===== src/rtl/alu_dsp_pkg.sv =====
// Purpose: shared op encodings and default widths for the ALU arithmetic primitive.
// Latency: n/a (types and constants only).
// Backpressure: n/a.
package alu_dsp_pkg;

  localparam int ALU_DSP_WIDTH     = 32;
  localparam int ALU_DSP_MUL_WIDTH = 16;

  typedef enum logic [1:0] {
    ALU_DSP_OP_ADD  = 2'b00,
    ALU_DSP_OP_SUB  = 2'b01,
    ALU_DSP_OP_MUL  = 2'b10,
    ALU_DSP_OP_RSVD = 2'b11
  } alu_dsp_op_e;

endpackage


===== src/rtl/alu_dsp_addsub.sv =====
// Purpose: combinational WIDTH+1-bit add / subtract with carry or borrow.
// Latency: 0 cycles (pure combinational).
// Backpressure: none.
//
// Ports:
//   input1, input2 : operands; subtract computes input2 - input1
//   sub            : 0 = add, 1 = subtract
//   result         : low WIDTH bits of the sum / difference
//   carry          : carry-out on add, unsigned borrow (input1 > input2) on subtract
module alu_dsp_addsub #(
  parameter int WIDTH = 32
) (
  input  logic [WIDTH-1:0] input1,
  input  logic [WIDTH-1:0] input2,
  input  logic             sub,
  output logic [WIDTH-1:0] result,
  output logic             carry
);

  logic [WIDTH:0] sum_ext;
  logic [WIDTH:0] diff_ext;

  // Zero-extended to WIDTH+1 bits: the extra bit of the sum is the carry,
  // the extra bit of the difference goes high exactly when input1 > input2.
  assign sum_ext  = {1'b0, input1} + {1'b0, input2};
  assign diff_ext = {1'b0, input2} - {1'b0, input1};

  always_comb begin
    result = sum_ext[WIDTH-1:0];
    carry  = sum_ext[WIDTH];
    if (sub) begin
      result = diff_ext[WIDTH-1:0];
      carry  = diff_ext[WIDTH];
    end
  end

endmodule


===== src/rtl/alu_dsp_core.sv =====
// Purpose: registered add / subtract / 16x16 multiply standing in for the SB_MAC16 ALU helpers.
// Latency: exactly 1 cycle, fully pipelined (one request per cycle).
// Backpressure: none; every in_valid request produces out_valid on the next cycle.
//
// Ports:
//   clk, rst_n          : clock, synchronous active-low reset
//   in_valid, op        : request strobe and operation (ADD/SUB/MUL/reserved)
//   input1, input2      : add/sub operands (SUB gives input2 - input1)
//   mul_a, mul_b        : multiplier operands (mul_b one-hot when used as a shifter)
//   out, carry_out      : registered result and carry/borrow, held while idle
//   out_valid           : high for one cycle per accepted request
module alu_dsp_core
  import alu_dsp_pkg::*;
#(
  parameter int WIDTH     = ALU_DSP_WIDTH,
  parameter int MUL_WIDTH = ALU_DSP_MUL_WIDTH
) (
  input  logic                 clk,
  input  logic                 rst_n,
  input  logic                 in_valid,
  input  logic [1:0]           op,
  input  logic [WIDTH-1:0]     input1,
  input  logic [WIDTH-1:0]     input2,
  input  logic [MUL_WIDTH-1:0] mul_a,
  input  logic [MUL_WIDTH-1:0] mul_b,
  output logic [WIDTH-1:0]     out,
  output logic                 carry_out,
  output logic                 out_valid
);

  logic [WIDTH-1:0] addsub_result;
  logic             addsub_carry;
  logic             is_sub;
  logic [WIDTH-1:0] product;
  logic [WIDTH-1:0] result_next;
  logic             carry_next;

  assign is_sub = (op == ALU_DSP_OP_SUB);

  alu_dsp_addsub #(
    .WIDTH (WIDTH)
  ) u_addsub (
    .input1 (input1),
    .input2 (input2),
    .sub    (is_sub),
    .result (addsub_result),
    .carry  (addsub_carry)
  );

  // Product is 2*MUL_WIDTH bits, which equals WIDTH, so the full product fits.
  // With a one-hot mul_b this is a zero-filling left shift of mul_a.
  assign product = WIDTH'(mul_a) * WIDTH'(mul_b);

  // The op mux selects only the path in use, so unused operands (including
  // X on them) never reach the result register.
  always_comb begin
    result_next = '0;
    carry_next  = 1'b0;
    case (op)
      ALU_DSP_OP_ADD,
      ALU_DSP_OP_SUB: begin
        result_next = addsub_result;
        carry_next  = addsub_carry;
      end
      ALU_DSP_OP_MUL: begin
        result_next = product;
      end
      default: begin
        result_next = '0;
        carry_next  = 1'b0;
      end
    endcase
  end

  // Reset wins over in_valid, so a request in flight at reset is dropped.
  // Result and carry hold while idle; out_valid is a plain one-cycle delay.
  always_ff @(posedge clk) begin
    if (!rst_n) begin
      out       <= '0;
      carry_out <= 1'b0;
      out_valid <= 1'b0;
    end else begin
      out_valid <= in_valid;
      if (in_valid) begin
        out       <= result_next;
        carry_out <= carry_next;
      end
    end
  end

endmodule


===== config.mk =====
export PLATFORM = sky130hd
export DESIGN_NAME = alu_dsp_core
export DESIGN_NICKNAME = d
export VERILOG_FILES = /design/src/rtl/alu_dsp_pkg.sv /design/src/rtl/alu_dsp_addsub.sv /design/src/rtl/alu_dsp_core.sv
export SDC_FILE = /design/constraint.sdc
export NUM_CORES = 1
export LEC_CHECK = 0
export ABC_CLOCK_PERIOD_IN_PS = 8800
export BUFFER_PORTS_ARGS = -buffer_cell sky130_fd_sc_hd__buf_2
export CAP_MARGIN = 25
export CORE_ASPECT_RATIO = 0.6
export CORE_MARGIN = 4
export CORE_UTILIZATION = 49
export DETAILED_ROUTE_END_ITERATION = 10
export MAX_ROUTING_LAYER = met4
export PLACE_DENSITY = 0.67
export SYNTH_ARGS = -nofsm -noshare
export SYNTH_HDL_FRONTEND = slang
export SYNTH_SLANG_ARGS = --single-unit

===== constraint.sdc =====
create_clock -name clk -period 8.8 [get_ports clk]
set_input_delay 0.44 -clock clk [delete_from_list [all_inputs] [get_ports clk]]
set_output_delay 0.44 -clock clk [all_outputs]
set_load 0.01 [all_outputs]

==> impl_results.md <==
- Crit path capture type: flip-flop
- CP most frequent cell: fa_1
- Simple-gate share of the synthesized area: about a fifth
- # diodes: 0
- Max-Cap Viols: 0
- DR vias: 12218
- Fillers: 2678
- Register area share after synthesis: 4.97%
- Num ports: 135
- P_leak: 7.41 nW
- DRC Markers: 0
- Sw frac: 55.1%
- Number of H-tree levels: 2
- Final worst slack: 2.31 ns
- Slew Limit Fails: 0
- Vias in the first global route: 11828
- Top Family by Delay on Critical Path: adder cells
- Final setup vio count: 0
- Final Net Count: 2248
- Placer congestion estimate: around 0.95
- Worst hold path type: flip-flop to flip-flop
- Post-route insts no fill: 2151
- Layout overhead on the synthesized area: 6.96%
- Worst slew pin tran: 0.876 ns
- Core area: ~28000 sq um
- Initial core utilization: about half
- Levels on crit path: 21
- WP buf/inv: 4
- Clock transition at the registers of the reported paths: 0.06 ns
- Final core occ: 53.2%
- Clock skew: 0 ns
- Post-Syn Nets: 2188
- CP Data Arrival Time: 6.67 ns
- CP max stage cell: a311oi_1
- Setup TNS: 0 ns
- CTS sink count: 34
- Syn_area_per_cell: 7.96 sq um
- Net Switching: 0.00276 W
- Chip Height: 138 microns
- Status: complete, no violations
- CTS tree: done
- Post-CTS Setup Bufs: 0
- Placed insts: 2143
- Tot GR Track Use: ~26%
- Total internal power: roughly 0.0022 W
- Root buf cell: clkbuf_16
- Count of final hold-check violations: 0
- CP max FO: 16
- Port bufs: 134
- First-pass GRT wire length: 62.7 mm
- Post-synthesis xor/xnor area fraction: under 10%
- Combinational Power Share: 92.0%
- Fmax: roughly 150 MHz
- Max IR drop VDD: 0.000483 V
- Largest net degree at the start of global routing: 52
- Hold buffer count at cts: 0
- DRT iter0 DRCs: ~1200
- Via/cell ratio: 5.68
- Share of cells above drive strength 1: 9.70%
- Drt pass-1 iters: 6
- CTS Buf Count: 5
- Bufs on Longest Clock Path: 2
- Cells after Synth: 1723
- Synth Area in Compound Gates: 18.0%
- Place WS: 2.06 ns
- Critical path startpoint category: input pin
- Clock share of power: 3.6%
- Worst Reg2Reg Path Length in Cells: 4
- Hold depth: 1
- Die width: approximately 220 microns
- Post-Synth Adder-Cell Area: 44.0%
- Yosys reg bits: 34
- Crit path kind: input pin to flip-flop
- Site Rows: 47
- Antenna Nets Post-Route: 0
- EDFF count, synth: 0
- Top_reg_cell synth: dfxtp_1
- Grt total ovfl: 0
- Distinct cells, synth: 79
- Crit-path cells: buf_2, nand2_1, fa_1, fa_1, inv_1, fa_1, fa_1, fa_1, inv_1, fa_1, inv_1, ha_1, a21oi_1, o21ai_1, a2111oi_2, a311oi_1, a221o_1, a31oi_1, xor2_1, nor2_1, a221o_1
- Die area: a little over 30000 sq um
- Min Tclk post-route: 6.49 ns
- HPWL after DPL: 32.6 mm
- RSZ-0062 raised after global routing: false
- Rel. slew slack: 41.5%
- Hold_ws: approximately 0.49 ns
- FFs w/ async S/R, synth: 0%
- Register share of total power: around 4.4%
- Mux share of post-synthesis cell area: 0.812%
- Fin crit share: ~74%
- Wirelength per Cell: 17.9 microns
- Critical Path RT: approximately 9 ns
- Largest family of logic cells by synthesized area: adder cells
- WL final: around 39 mm
- Worst path max stage delay: 0.62 ns
- Later-pin clock latency in the skew report: 0.29 ns
- Post_cts resized: 0
- Initial antenna violation count: 0
- Synthesis Warnings: 0
- Pwr dens: 341 nW/um^2
- Mapped cell area: 13700 sq um
routing by layer:
metal / up-vias / track usage (%) / wire length [microns]
met3: 33 / 5.24 / 3590
met1: 5918 / 40.0 / 18800
met4: 0 / 3.76 / 550
li1: 5748 / - / -
met5: - / - / 0
met2: 519 / 35.6 / 15700
Yosys cell counts (10+ instances only):
cell type | n | area (sq um)
xnor2_1 | 34 | 298
a31oi_1 | 16 | 100
nand4_1 | 12 | 75.1
ha_1 | 168 | 2100
xor2_1 | 14 | 123
nand2b_1 | 16 | 100
a21o_1 | 21 | 158
and2_1 | 118 | 738
o21ai_0 | 71 | 355
nor2_1 | 92 | 345
nand3_1 | 13 | 65.1
mux2i_1 | 10 | 100
inv_1 | 291 | 1090
o31ai_1 | 12 | 90.1
dfxtp_1 | 34 | 681
clkbuf_1 | 66 | 248
nor3_1 | 22 | 110
o21bai_1 | 13 | 97.6
fa_1 | 196 | 3920
a21oi_1 | 102 | 510
o21a_1 | 17 | 128
buf_2 | 12 | 60.1
nand2_1 | 193 | 724
nor2b_1 | 22 | 138
cells in the final DEF (no fill, tap or decap), drive strengths merged, types with 14 or more instances in the layout:
cell type | Yosys | layout
buf | 18 | 137
nand2b | 16 | 16
ha | 168 | 168
xnor2 | 34 | 34
nand2 | 193 | 193
a31oi | 17 | 17
o21ai | 78 | 78
fa | 196 | 196
o21a | 17 | 17
nor2b | 22 | 22
a21oi | 102 | 102
xor2 | 14 | 14
nor2 | 93 | 93
inv | 291 | 291
a21o | 21 | 21
nor3 | 24 | 24
and2 | 119 | 119
dfxtp | 34 | 34
flip-flops by register name (all words and copies together), names as in the netlist:
signal	cells
out	32
carry_out	1
out_valid	1
per-stage QoR:
| step | power (W) | area, sq um |
|---|---|---|
| 2_1_floorplan | 0.00380 | 13700 |
| 3_3_place_gp | 0.00481 | 14500 |
| 3_5_place_dp | 0.00480 | 14500 |
| 4_1_cts | 0.00501 | 14700 |
| 5_1_grt | 0.00560 | 14700 |
| 6_report | 0.00501 | 14700 |
final timing paths:
check                               start   endpoint  slack, ns
worst max-delay path             mul_b[1]    out[30]       2.31
worst min-delay path            carry_out  carry_out       0.49
worst max register to register    out[27]    out[27]       7.49
worst min register to register  carry_out  carry_out       0.49
cell families (layout without fill, tap and decap cells):
| logic type | after synthesis | after routing |
|---|---|---|
| mux | 11 | 11 |
| buf+inv | 375 | 436 |
| simple gates | 525 | 525 |
| xor+xnor | 48 | 48 |
| compound gates | 366 | 366 |
| fa+ha+maj | 364 | 364 |
| flops | 34 | 34 |
final cells by class:
class | count | area [sq um] | area share [%]
Clock buffer | 7 | 143 | 0.973
Clock inverter | 1 | 5.00 | 0.0341
Inverter | 291 | 1090 | 7.45
Multi-Input combinational cell | 1314 | 11600 | 79.0
Sequential cell | 34 | 681 | 4.64
Tap cell | 367 | 459 | 3.13
Timing Repair Buffer | 137 | 693 | 4.73
power groups by stage:
stage / clock network [W] / logic [W] / registers [W]
2_1_floorplan: 0 / 0.00358 / 0.000228
3_3_place_gp: 0 / 0.00459 / 0.000225
3_5_place_dp: 0 / 0.00457 / 0.000224
4_1_cts: 0.000181 / 0.00461 / 0.000222
5_1_grt: 0.000189 / 0.00518 / 0.000225
6_report: 0.000179 / 0.00461 / 0.000222
No activity file was read; power rests on OpenSTA's default activity.
